**config.mk**
```make
export PLATFORM = sky130hd
export DESIGN_NAME = mem_load_unit
export DESIGN_NICKNAME = d
export VERILOG_FILES = /design/src/rtl/mem_load_pkg.sv /design/src/rtl/ld_format.sv /design/src/rtl/mem_load_unit.sv
export SDC_FILE = /design/constraint.sdc
export NUM_CORES = 1
export LEC_CHECK = 0
export CAP_MARGIN = 30
export CORE_MARGIN = 2
export CORE_UTILIZATION = 43
export DETAILED_ROUTE_END_ITERATION = 10
export HOLD_SLACK_MARGIN = 0.15
export PLACE_DENSITY = 0.8
export SLEW_MARGIN = 20
export SYNTH_ARGS = -nofsm -noshare
export SYNTH_HDL_FRONTEND = slang
export SYNTH_SLANG_ARGS = --single-unit
```
**constraint.sdc**
```tcl
create_clock -name clk -period 2 [get_ports clk]
set_input_delay 0.2 -clock clk [delete_from_list [all_inputs] [get_ports clk]]
set_output_delay 0.2 -clock clk [all_outputs]
set_load 0.1 [all_outputs]
```
**src/rtl/mem_load_pkg.sv**
```systemverilog
// Shared definitions for the load unit: op encodings, FSM states, data width default.
package mem_load_pkg;

    localparam int unsigned DEFAULT_WIDTH = 16;

    typedef logic [1:0] op_t;
    localparam op_t OP_LDW = 2'd0;
    localparam op_t OP_LDB = 2'd1;
    localparam op_t OP_LDI = 2'd2;

    typedef logic [1:0] state_t;
    localparam state_t IDLE  = 2'd0;
    localparam state_t READ1 = 2'd1;
    localparam state_t READ2 = 2'd2;
    localparam state_t DONE  = 2'd3;

endpackage

```
**src/rtl/ld_format.sv**
```systemverilog
// Load data formatter: full word for LDW/LDI, sign-extended byte for LDB.
module ld_format
    import mem_load_pkg::*;
#(
    parameter int unsigned WIDTH = DEFAULT_WIDTH
) (
    input  logic [1:0]       op,
    input  logic             addr_lsb,
    input  logic [WIDTH-1:0] word,
    output logic [WIDTH-1:0] data
);

    logic [7:0] byte_sel;

    always_comb begin
        byte_sel = addr_lsb ? word[15:8] : word[7:0];
        if (op == OP_LDB) begin
            data = {{(WIDTH-8){byte_sel[7]}}, byte_sel};
        end else begin
            data = word;
        end
    end

endmodule

```
**src/rtl/mem_load_unit.sv**
```systemverilog
// Pipeline load unit: word, byte and indirect loads over a wait-state memory port.
module mem_load_unit
    import mem_load_pkg::*;
#(
    parameter int unsigned WIDTH = DEFAULT_WIDTH
) (
    input  logic             clk,
    input  logic             rst_n,
    input  logic             req_valid,
    input  logic [1:0]       req_op,
    input  logic [WIDTH-1:0] req_addr,
    output logic             req_ready,
    input  logic             flush,
    output logic             mem_read,
    output logic [WIDTH-1:0] mem_address,
    input  logic             mem_resp,
    input  logic [WIDTH-1:0] mem_rdata,
    output logic             rsp_valid,
    output logic [WIDTH-1:0] rsp_data,
    output logic             stall
);

    state_t           state_q, state_d;
    op_t              op_q, op_d;
    logic [WIDTH-1:0] addr_q, addr_d;
    logic             dropped_q, dropped_d;
    logic [WIDTH-1:0] rsp_data_q, rsp_data_d;
    logic [WIDTH-1:0] fmt_data;
    logic             drop_now;

    ld_format #(
        .WIDTH (WIDTH)
    ) u_ld_format (
        .op       (op_q),
        .addr_lsb (addr_q[0]),
        .word     (mem_rdata),
        .data     (fmt_data)
    );

    // A flush during a read only marks the transaction; the bus access still completes.
    assign drop_now = dropped_q | flush;

    always_comb begin
        state_d    = state_q;
        op_d       = op_q;
        addr_d     = addr_q;
        dropped_d  = dropped_q;
        rsp_data_d = rsp_data_q;
        case (state_q)
            IDLE: begin
                if (req_valid && !flush) begin
                    state_d   = READ1;
                    op_d      = (req_op == OP_LDB || req_op == OP_LDI) ? req_op : OP_LDW;
                    addr_d    = req_addr;
                    dropped_d = 1'b0;
                end
            end
            READ1: begin
                dropped_d = drop_now;
                if (mem_resp) begin
                    if (op_q == OP_LDI && !drop_now) begin
                        addr_d  = mem_rdata;
                        state_d = READ2;
                    end else begin
                        if (!drop_now) begin
                            rsp_data_d = fmt_data;
                        end
                        state_d = DONE;
                    end
                end
            end
            READ2: begin
                dropped_d = drop_now;
                if (mem_resp) begin
                    if (!drop_now) begin
                        rsp_data_d = fmt_data;
                    end
                    state_d = DONE;
                end
            end
            default: begin
                state_d   = IDLE;
                dropped_d = 1'b0;
            end
        endcase
    end

    always_ff @(posedge clk) begin
        if (!rst_n) begin
            state_q    <= IDLE;
            op_q       <= OP_LDW;
            addr_q     <= '0;
            dropped_q  <= 1'b0;
            rsp_data_q <= '0;
        end else begin
            state_q    <= state_d;
            op_q       <= op_d;
            addr_q     <= addr_d;
            dropped_q  <= dropped_d;
            rsp_data_q <= rsp_data_d;
        end
    end

    assign req_ready   = (state_q == IDLE);
    assign mem_read    = (state_q == READ1) || (state_q == READ2);
    assign mem_address = {addr_q[WIDTH-1:1], 1'b0};
    assign rsp_valid   = (state_q == DONE) && !dropped_q && !flush;
    assign rsp_data    = rsp_data_q;
    assign stall       = ((state_q == IDLE) && req_valid) || mem_read;

endmodule

```
==> results of run 1 <==
-- per-layer routing --
layer	track usage, %	wire, um	vias to the layer above
met3	4.80	340	6
li1	-	-	833
met5	0	0	-
met4	6.10	67	0
met2	28.7	1990	57
met1	26.3	2110	761
-- synthesized netlist by cell type (all sizes together), types with 2 or more instances --
cell type  count  area [sq um]
nand3          7          35.0
dfxtp         37           741
a21oi         12          60.1
mux2i         28           280
nor2b          4          27.5
nor2           9          33.8
buf            6          51.3
nand2b         3          18.8
and2           2          12.5
ha             5          62.6
nand3b         3          22.5
nand2         21          78.8
o211a         16           160
o31ai          7          52.6
inv            2          7.51
clkbuf         9          33.8
o21ai         11          55.1
-- sequential cells by signal, indices dropped and copies added, names as in the netlist --
signal,count
addr_q,16
dropped_q,1
rsp_data,16
state_q,2
op_q,2
-- stage by stage --
| stage | setup slack, ns | util, % | hold slack, ns |
|---|---|---|---|
| after global placement | -0.0305 | 63.9 | 0.456 |
| after global routing | 0.0401 | 65.9 | 0.517 |
| after floorplan | 0.0753 | - | 0.394 |
| after CTS | 0.156 | 65.9 | 0.471 |
| after detailed placement | -0.0518 | 63.9 | 0.460 |
| final | 0.156 | 65.9 | 0.467 |
-- worst max path at each step --
stage	cells after the start	to	start
after floorplan	7	rsp_data[15]$_SDFFE_PN0P_	state_q[0]$_SDFFE_PN0P_
after detailed placement	6	addr_q[7]$_SDFFE_PN0P_	flush
final	7	addr_q[5]$_SDFFE_PN0P_	state_q[1]$_SDFFE_PN0P_
after global placement	6	addr_q[15]$_SDFFE_PN0P_	flush
after global routing	7	addr_q[1]$_SDFFE_PN0P_	state_q[1]$_SDFFE_PN0P_
after CTS	7	addr_q[9]$_SDFFE_PN0P_	state_q[1]$_SDFFE_PN0P_
-- cells by family (layout without fill, tap and decap cells) --
group                    Yosys count  in the layout  share of synthesized area, %
flip-flops                        37             37                          40.4
other                              1              1                         0.204
buffers and inverters             17             91                          5.05
AND/OR/NAND/NOR                   53             53                          14.7
multiplexers                      28             28                          15.3
adder cells (fa/ha/maj)            5              5                          3.41
AO/OA/AOI/OAI                     51             51                          21.0
-- cell type report --
| class | instances | area, sq um | share of cell area [%] |
|---|---|---|---|
| Timing Repair Buffer | 81 | 766 | 28.6 |
| Multi-Input combinational cell | 138 | 1010 | 38.0 |
| Clock inverter | 2 | 10.0 | 0.374 |
| Clock buffer | 6 | 72.6 | 2.71 |
| Tap cell | 50 | 62.6 | 2.34 |
| Sequential cell | 37 | 741 | 27.7 |
| Inverter | 2 | 7.51 | 0.281 |
-- worst min-delay path, stage by stage (launching register included) --
cell                      delay, ns
sky130_fd_sc_hd__dfxtp_1       0.31
sky130_fd_sc_hd__nand3_1       0.06
sky130_fd_sc_hd__o31ai_1       0.05
==> results_dict.tcl, run 1 <==
set metrics [dict create \
    placement.io_buffers 73 \
    antenna_violating_nets_post_route 0 \
    worst_hold_path.num_cells 2 \
    worstPathBufferInverterCount 3 \
    path_class "reg -> reg" \
    final.setup_skew_ns 0.00681 \
    post-place-cells 308 \
    number_of_vias_per_cell 5.24 \
    hp-class "reg -> reg" \
    number_of_buffers_added_by_the_clock_tree_synthesis_step 5 \
    clock_path_buffers 2 \
    placeableCoreArea_sq_um 4060 \
    syn-num-nets 236 \
    cts_hold_repair.buffers 0 \
    flops_latches_synth 37 \
    grt_pass1_vias 1526 \
    synthesis.instances 192 \
    start_util_pct 45.2 \
    drt_pre_antenna_iters 4 \
    dr_total_vias 1657 \
    clock_transition_time_at_the_flip_flop_clock_pins_of_the_worst_setup_and_hold_paths_ns 0.07 \
    maxCapViolations 0 \
    ys_async_sr_fraction_pct 0 \
    gpl.final_weighted_congestion 0.826 \
    maxSlewViolCount 0 \
    synth_cell_type_count 31 \
    placed_area_sq_um 2590 \
    finalWorstPathRequiredPeriod_ns 1.84 \
    synth-edff-count 0 \
    timing.hold.worst.start "rsp_data[11]$_SDFFE_PN0P_" \
    grt_overflow_total 0 \
    dr.first_iter.drc_count 82 \
    die_x_um 69.3 \
    floorplan.die_area_sq_um 4800 \
    post_route_standard_cell_area_excluding_fillers_sq_um 2670 \
    layout_cells_sized_above_1_pct 21.1 \
    synthesis.area_per_instance_sq_um 9.55 \
    row_count 23 \
    cts-root-buf "sky130_fd_sc_hd__clkbuf_8" \
    pin_count 75 \
    pin_count_of_the_biggest_net_entering_global_routing 33 \
    timing.critical_path.cells "inv_1, ha_1, buf_4, a221oi_4, buf_12, nand2_1, o211a_1" \
    seq_area_frac_synth_pct 40.4 \
    fillers 334 \
    wire_per_inst_um 14.3 \
    crit_path_max_fanout 32 \
    die-height_um 69.3 \
    gates_resized_cts_repair 0 \
    worst_r2r_path_depth 7 \
    grt_pass1_wl_mm 7.45 \
    crit_path_max_incr_delay_ns 0.40 \
    layout.cells.most_common_list "sky130_fd_sc_hd__clkdlybuf4s50_1 (38), sky130_fd_sc_hd__buf_4 (38), sky130_fd_sc_hd__dfxtp_1 (37)" \
    synth.cell_area_sq_um 1830 \
    detailedPlacementHpwl_mm 3.52 \
    num-nets-final 309 \
    rsz0062_at_grt "false" \
    hold_violations 0 \
    clk_latency_ns 0.28 \
    clock-sinks 37 \
    synth_flop_cell "sky130_fd_sc_hd__dfxtp_1" \
    post-route-drc-count 0 \
    setup_viols_final 0 \
    totalNegativeSetupSlack_ns 0 \
    antenna-diode-count 0 \
    worstHoldEndpoint "rsp_data[11]$_SDFFE_PN0P_" \
    regToRegStartpoint "state_q[1]$_SDFFE_PN0P_" \
    status "complete, no violations" \
    gr_util_all_layers_pct 18.9 \
    initial_antenna_violation_count 0 \
    r2r_end "addr_q[5]$_SDFFE_PN0P_" \
    cp_data_required_time_ns 2.18 \
    cp-start-kind "flop" \
    yosysWarnings 0 \
    fin_cells 316 \
    regToRegSetupSlack_ns 0.16 \
    top_delay_family_on_crit_path "buffers and inverters" \
    cts_htree_levels 2 \
    fin_crit_sh_pct 92.2 \
    area.growth.synth_to_final_pct 45.8 \
    tritoncts "yes" \
    clock.fmax_mhz 542 \
    route.final.wire_length_mm 4.51 \
    post_cts_buffers 0 \
    crit_path_top_delay_cell "sky130_fd_sc_hd__dfxtp_1" \
    crit_path_end_kind "flop" \
    timing.critical_path.arrival_ns 2.02 \
]
Power of run 1 is not shown: default switching activity piles up to over one toggle a cycle in this logic, so the estimate is an artifact.
==> run 2: changes to the inputs <==
--- a/config.mk
+++ b/config.mk
@@ -8,6 +8,7 @@
 export CAP_MARGIN = 30
 export CORE_MARGIN = 2
 export CORE_UTILIZATION = 43
+export CTS_BUF_LIST = sky130_fd_sc_hd__clkbuf_16
 export DETAILED_ROUTE_END_ITERATION = 10
 export HOLD_SLACK_MARGIN = 0.15
 export PLACE_DENSITY = 0.8
==> run 2 against run 1 <==
  * Final area up 2.1%
  * Clock skew fell by 0.0023 ns
  * Core utilization rose by 1.4 points
  * Clock-buffer cell count fell by 1
  * Die area unchanged
  * Maximum frequency is essentially flat
  * Hold slack lost 0.0024 ns
  * Critical path depth unchanged
  * Critical path type unchanged
  * Critical endpoint is now addr_q[9]$_SDFFE_PN0P_
  * Wire length is 0.42% higher
  * Register-to-register slack barely moved
  * Flip-flop and latch count is the same
==> results_dict.tcl, run 2 (same netlist as run 1, synthesis figures left out) <==
set metrics [dict create \
    floorplan.die_area_sq_um 4800 \
    dr_total_vias 1688 \
    antenna_violating_nets_post_route 0 \
    final.setup_skew_ns 0.00447 \
    post_cts_buffers 0 \
    clock_path_buffers 2 \
    maxCapViolations 0 \
    worst_hold_path.num_cells 2 \
    die_x_um 69.3 \
    timing.critical_path.arrival_ns 2.01 \
    clock_transition_time_at_the_flip_flop_clock_pins_of_the_worst_setup_and_hold_paths_ns 0.05 \
    setup.worst_path.start "state_q[1]$_SDFFE_PN0P_" \
    layout_cells_sized_above_1_pct 21.1 \
    number_of_vias_per_cell 5.34 \
    path_class "reg -> reg" \
    r2r_end "addr_q[9]$_SDFFE_PN0P_" \
    drt_pre_antenna_iters 4 \
    met3_wirelength_um 259 \
    route.met2.wl_mm 2.00 \
    cts-root-buf "sky130_fd_sc_hd__clkbuf_16" \
    tritoncts "yes" \
    layout.cells.most_common_list "sky130_fd_sc_hd__clkdlybuf4s50_1 (38), sky130_fd_sc_hd__buf_4 (38), sky130_fd_sc_hd__dfxtp_1 (37)" \
    post-route-drc-count 0 \
    cts_hold_repair.buffers 0 \
    top_signal_layer_used "met4" \
    dr.first_iter.drc_count 84 \
    clock-sinks 37 \
    worst_r2r_path_depth 7 \
    setup_viols_final 0 \
    wire_per_inst_um 14.3 \
    cp-start-kind "flop" \
    detailedPlacementHpwl_mm 3.52 \
    pin_count 75 \
    worstHoldEndpoint "rsp_data[11]$_SDFFE_PN0P_" \
    fin_crit_sh_pct 92.3 \
    regToRegStartpoint "state_q[1]$_SDFFE_PN0P_" \
    maxSlewViolCount 0 \
    route.final.wire_length_mm 4.53 \
    gates_resized_cts_repair 0 \
    crit_path_max_fanout 32 \
    cts_htree_levels 2 \
    pin_count_of_the_biggest_net_entering_global_routing 33 \
    placement.io_buffers 73 \
    hp-class "reg -> reg" \
    row_count 23 \
    grt_overflow_total 0 \
    crit_path_end_kind "flop" \
    clock.fmax_mhz 542 \
    timing.hold.worst.start "rsp_data[11]$_SDFFE_PN0P_" \
    grt_pass1_wl_mm 7.41 \
    area.growth.synth_to_final_pct 48.8 \
    antenna-diode-count 0 \
    cp_data_required_time_ns 2.16 \
    grt_pass1_vias 1511 \
    gr_util_all_layers_pct 18.9 \
    num-nets-final 309 \
    hold_ws_ns 0.464 \
    finalWorstPathRequiredPeriod_ns 1.85 \
    die-height_um 69.3 \
    regToRegSetupSlack_ns 0.15 \
    status "complete, no violations" \
    gpl.final_weighted_congestion 0.826 \
    rsz0062_at_grt "false" \
    start_util_pct 45.2 \
    number_of_buffers_added_by_the_clock_tree_synthesis_step 5 \
    initial_antenna_violation_count 0 \
    hold_violations 0 \
    met1Wirelength_mm 2.21 \
    placeableCoreArea_sq_um 4060 \
    clk_latency_ns 0.27 \
]
run 2: cell count changes in the layout (fill, tap and decap cells not counted), sizes merged:
cell and delta:
clkbuf -1, inv +1
run 2: worst max path at each step:
stage	cells after the start	to
after CTS	7	addr_q[5]$_SDFFE_PN0P_
after detailed placement	6	addr_q[7]$_SDFFE_PN0P_
after floorplan	7	rsp_data[15]$_SDFFE_PN0P_
after global placement	6	addr_q[15]$_SDFFE_PN0P_
after global routing	7	addr_q[1]$_SDFFE_PN0P_
final	7	addr_q[9]$_SDFFE_PN0P_
run 2: through the flow:
| stage | TNS, ns | util, % | area [sq um] | setup WS (ns) | instances |
|---|---|---|---|---|---|
| 2_1_floorplan | 0 | - | 1850 | 0.0753 | 192 |
| 3_3_place_gp | -0.319 | 63.9 | 2590 | -0.0305 | 308 |
| 3_5_place_dp | -0.669 | 63.9 | 2590 | -0.0518 | 308 |
| 4_1_cts | 0 | 67.3 | 2730 | 0.156 | 316 |
| 5_1_grt | 0 | 67.3 | 2730 | 0.0427 | 316 |
| 6_report | 0 | 67.3 | 2730 | 0.154 | 316 |
run 2: per-layer routing:
| metal | vias up | track usage, % |
|---|---|---|
| met5 | - | 0 |
| met4 | 0 | 6.10 |
| met3 | 6 | 5.38 |
| met2 | 49 | 28.5 |
| met1 | 798 | 26.0 |
| li1 | 835 | - |
run 2: worst max-delay path: stages, from the launching register on:
cell                       delay [ns]
sky130_fd_sc_hd__dfxtp_1         0.40
sky130_fd_sc_hd__inv_1           0.11
sky130_fd_sc_hd__ha_1            0.28
sky130_fd_sc_hd__buf_4           0.23
sky130_fd_sc_hd__a221oi_4        0.31
sky130_fd_sc_hd__buf_12          0.21
sky130_fd_sc_hd__nand2_1         0.07
sky130_fd_sc_hd__o211a_1         0.12
run 2: layout make-up:
type | instances | area [sq um]
well taps | 50 | 62.6
clock buffers | 5 | 125
repair buffers | 81 | 766
flip-flops and latches | 37 | 741
inverters | 2 | 7.51
fillers | 323 | 1330
multi-input cells | 138 | 1010
clock inverters | 3 | 13.8
Power of run 2 is left out for the same reason.
==> run 3: changes to the inputs <==
--- a/config.mk
+++ b/config.mk
@@ -6,7 +6,7 @@
 export NUM_CORES = 1
 export LEC_CHECK = 0
 export CAP_MARGIN = 30
-export CORE_MARGIN = 2
+export CORE_MARGIN = 1
 export CORE_UTILIZATION = 43
 export CTS_BUF_LIST = sky130_fd_sc_hd__clkbuf_16
 export DETAILED_ROUTE_END_ITERATION = 10
==> constraint.sdc (replaced) <==
create_clock -name clk -period 2 [get_ports clk]
set_input_delay 0.2 -clock clk [delete_from_list [all_inputs] [get_ports clk]]
set_output_delay 0.2 -clock clk [all_outputs]
set_load 0.05 [all_outputs]
==> run 3 against run 2 <==
  * Core utilization is 1.2 points higher
  * Maximum frequency decreased by 0.33%
  * Wire length rose by 1.0%
  * Final area increased by 1.7%
  * Sequential share of layout area decreased by 0.46 points
  * First-iteration DRC count is 11% higher
  * Cell count down 0.32%
  * Clock skew about the same
  * Die area decreased by 5.7%
  * Critical path depth is the same
  * Global-route usage rose by 2.7 points
==> results_dict.tcl, run 3 (same netlist as run 1, synthesis figures left out) <==
set metrics [dict create \
    die-height_um 67.3 \
    cp_data_required_time_ns 2.21 \
    number_of_buffers_added_by_the_clock_tree_synthesis_step 5 \
    setup.worst_path.end "rsp_data[6]$_SDFFE_PN0P_" \
    floorplan.die_area_sq_um 4530 \
    regToRegStartpoint "state_q[1]$_SDFFE_PN0P_" \
    detailedPlacementHpwl_mm 3.33 \
    worst_pin_slew_ns 0.525 \
    placement.io_buffers 73 \
    area.growth.synth_to_final_pct 51.4 \
    cts-root-buf "sky130_fd_sc_hd__clkbuf_16" \
    cts_hold_repair.buffers 0 \
    start_util_pct 45.2 \
    layout_cells_sized_above_1_pct 8.30 \
    placement_setup_slack_ns -0.0796 \
    grt_pass1_vias 1517 \
    crit_path_max_incr_delay_ns 0.40 \
    p_leak_nw 1.26 \
    drt_pre_antenna_iters 4 \
    antenna-diode-count 0 \
    clk_latency_ns 0.28 \
    top_delay_family_on_crit_path "compound AO/OA/AOI/OAI gates" \
    gpl.final_weighted_congestion 0.766 \
    clock-sinks 37 \
    mostFrequentLayoutCell "sky130_fd_sc_hd__clkdlybuf4s50_1" \
    final.setup_skew_ns 0.00417 \
    wire_per_inst_um 14.5 \
    row_count 23 \
    setup_viols_final 0 \
    placeableCoreArea_sq_um 4060 \
    clock_transition_time_at_the_flip_flop_clock_pins_of_the_worst_setup_and_hold_paths_ns 0.05 \
    post-route-drc-count 0 \
    pin_count_of_the_biggest_net_entering_global_routing 33 \
    worst_ir_drop_vdd_mv 0.796 \
    cts_htree_levels 2 \
    worst_r2r_path_depth 7 \
    cp-start-kind "flop" \
    setup.worst_path.start "state_q[1]$_SDFFE_PN0P_" \
    grt_busiest_layer "met2" \
    rsz0062_at_grt "false" \
    gates_resized_cts_repair 0 \
    r2r_end "rsp_data[6]$_SDFFE_PN0P_" \
    crit_path_max_fanout 12 \
    dr_total_vias 1658 \
    path_class "reg -> reg" \
    post_cts_buffers 0 \
    num-nets-final 309 \
    route.final.wire_length_mm 4.58 \
    worstPathBufferInverterCount 2 \
    grt.met1_usage_pct 26.1 \
    dr.first_iter.drc_count 93 \
    clock.fmax_mhz 540 \
    post-place-cells 308 \
    status "complete, no violations" \
    fin_cells 315 \
    post-route-util_pct 68.5 \
    tritoncts "yes" \
    maxCapViolations 0 \
    timing.critical_path.arrival_ns 2.06 \
    hold_violations 0 \
    die_x_um 67.3 \
    maxSlewViolCount 0 \
    number_of_vias_per_cell 5.26 \
    finalWorstPathRequiredPeriod_ns 1.85 \
    fin_crit_sh_pct 92.6 \
    gr-usage-met2_pct 35.5 \
    grt_overflow_total 0 \
    antenna_violating_nets_post_route 0 \
    layout.cells.most_common_list "sky130_fd_sc_hd__clkdlybuf4s50_1 (69), sky130_fd_sc_hd__dfxtp_1 (37), sky130_fd_sc_hd__mux2i_1 (28)" \
    timing.critical_path.cells "inv_1, ha_1, o21ba_2, and4b_1, buf_4, o21ai_0, a21oi_1" \
    pin_count 75 \
    gr-usage-met3_pct 8.11 \
    power_per_cell_area_nw_per_um2 1740 \
    clock_path_buffers 2 \
    crit_path_top_delay_cell "sky130_fd_sc_hd__dfxtp_1" \
    regToRegSetupSlack_ns 0.15 \
    critical_path_depth 7 \
    hp-class "reg -> reg" \
    gr_util_all_layers_pct 21.6 \
    grt_pass1_wl_mm 7.14 \
    crit_path_end_kind "flop" \
    initial_antenna_violation_count 0 \
    final_critical_path_setup_slack_ns 0.148 \
    timing.slew.headroom_pct 64.9 \
]
## run 3: final cells by class
class                           count  area [sq um]
Fill cell                         317          1280
Tap cell                           50          62.6
Inverter                            2          7.51
Timing Repair Buffer               81           831
Sequential cell                    37           741
Clock buffer                        5           125
Clock inverter                      2          7.51
Multi-Input combinational cell    138          1000
## run 3: tightest hold or removal path: cells and delay by family (launching register included)
kind	cells	cell delay (ns)
simple gates	1	0.06
flops	1	0.30
compound gates	1	0.06
## run 3: layer usage
metal / vias to the layer above / routed length [um]
met5: - / 0
met4: 0 / 45
met3: 5 / 324
met2: 53 / 2270
met1: 768 / 1930
li1: 832 / -
## run 3: how the worst min path moves through the flow
stage,start,endpoint,slack [ns],depth (start not counted)
floorplan,mem_rdata[10],rsp_data[10]$_SDFFE_PN0P_,0.39,2
global placement,rsp_data[10]$_SDFFE_PN0P_,rsp_data[10]$_SDFFE_PN0P_,0.46,2
detailed placement,rsp_data[12]$_SDFFE_PN0P_,rsp_data[12]$_SDFFE_PN0P_,0.46,2
CTS,rsp_data[12]$_SDFFE_PN0P_,rsp_data[12]$_SDFFE_PN0P_,0.47,2
global route,rsp_data[10]$_SDFFE_PN0P_,rsp_data[10]$_SDFFE_PN0P_,0.49,2
finish,rsp_data[12]$_SDFFE_PN0P_,rsp_data[12]$_SDFFE_PN0P_,0.47,2
## run 3: metrics by stage
step	setup TNS, ns	hold slack [ns]	total power, mW	area (sq um)
floorplan	0	0.394	3.28	1840
global placement	-0.330	0.458	4.10	2650
detailed placement	-0.966	0.463	4.13	2650
CTS	0	0.470	4.87	2780
global route	0	0.489	5.10	2780
finish	0	0.465	4.84	2780
## run 3: power breakdown
part	internal [mW]	switching [mW]	total [mW]
logic	1.14	1.81	2.95
registers	1.01	0.165	1.18
clock network	0.445	0.271	0.716
total	2.60	2.25	4.84
No activity file was read; power rests on OpenSTA's default activity.
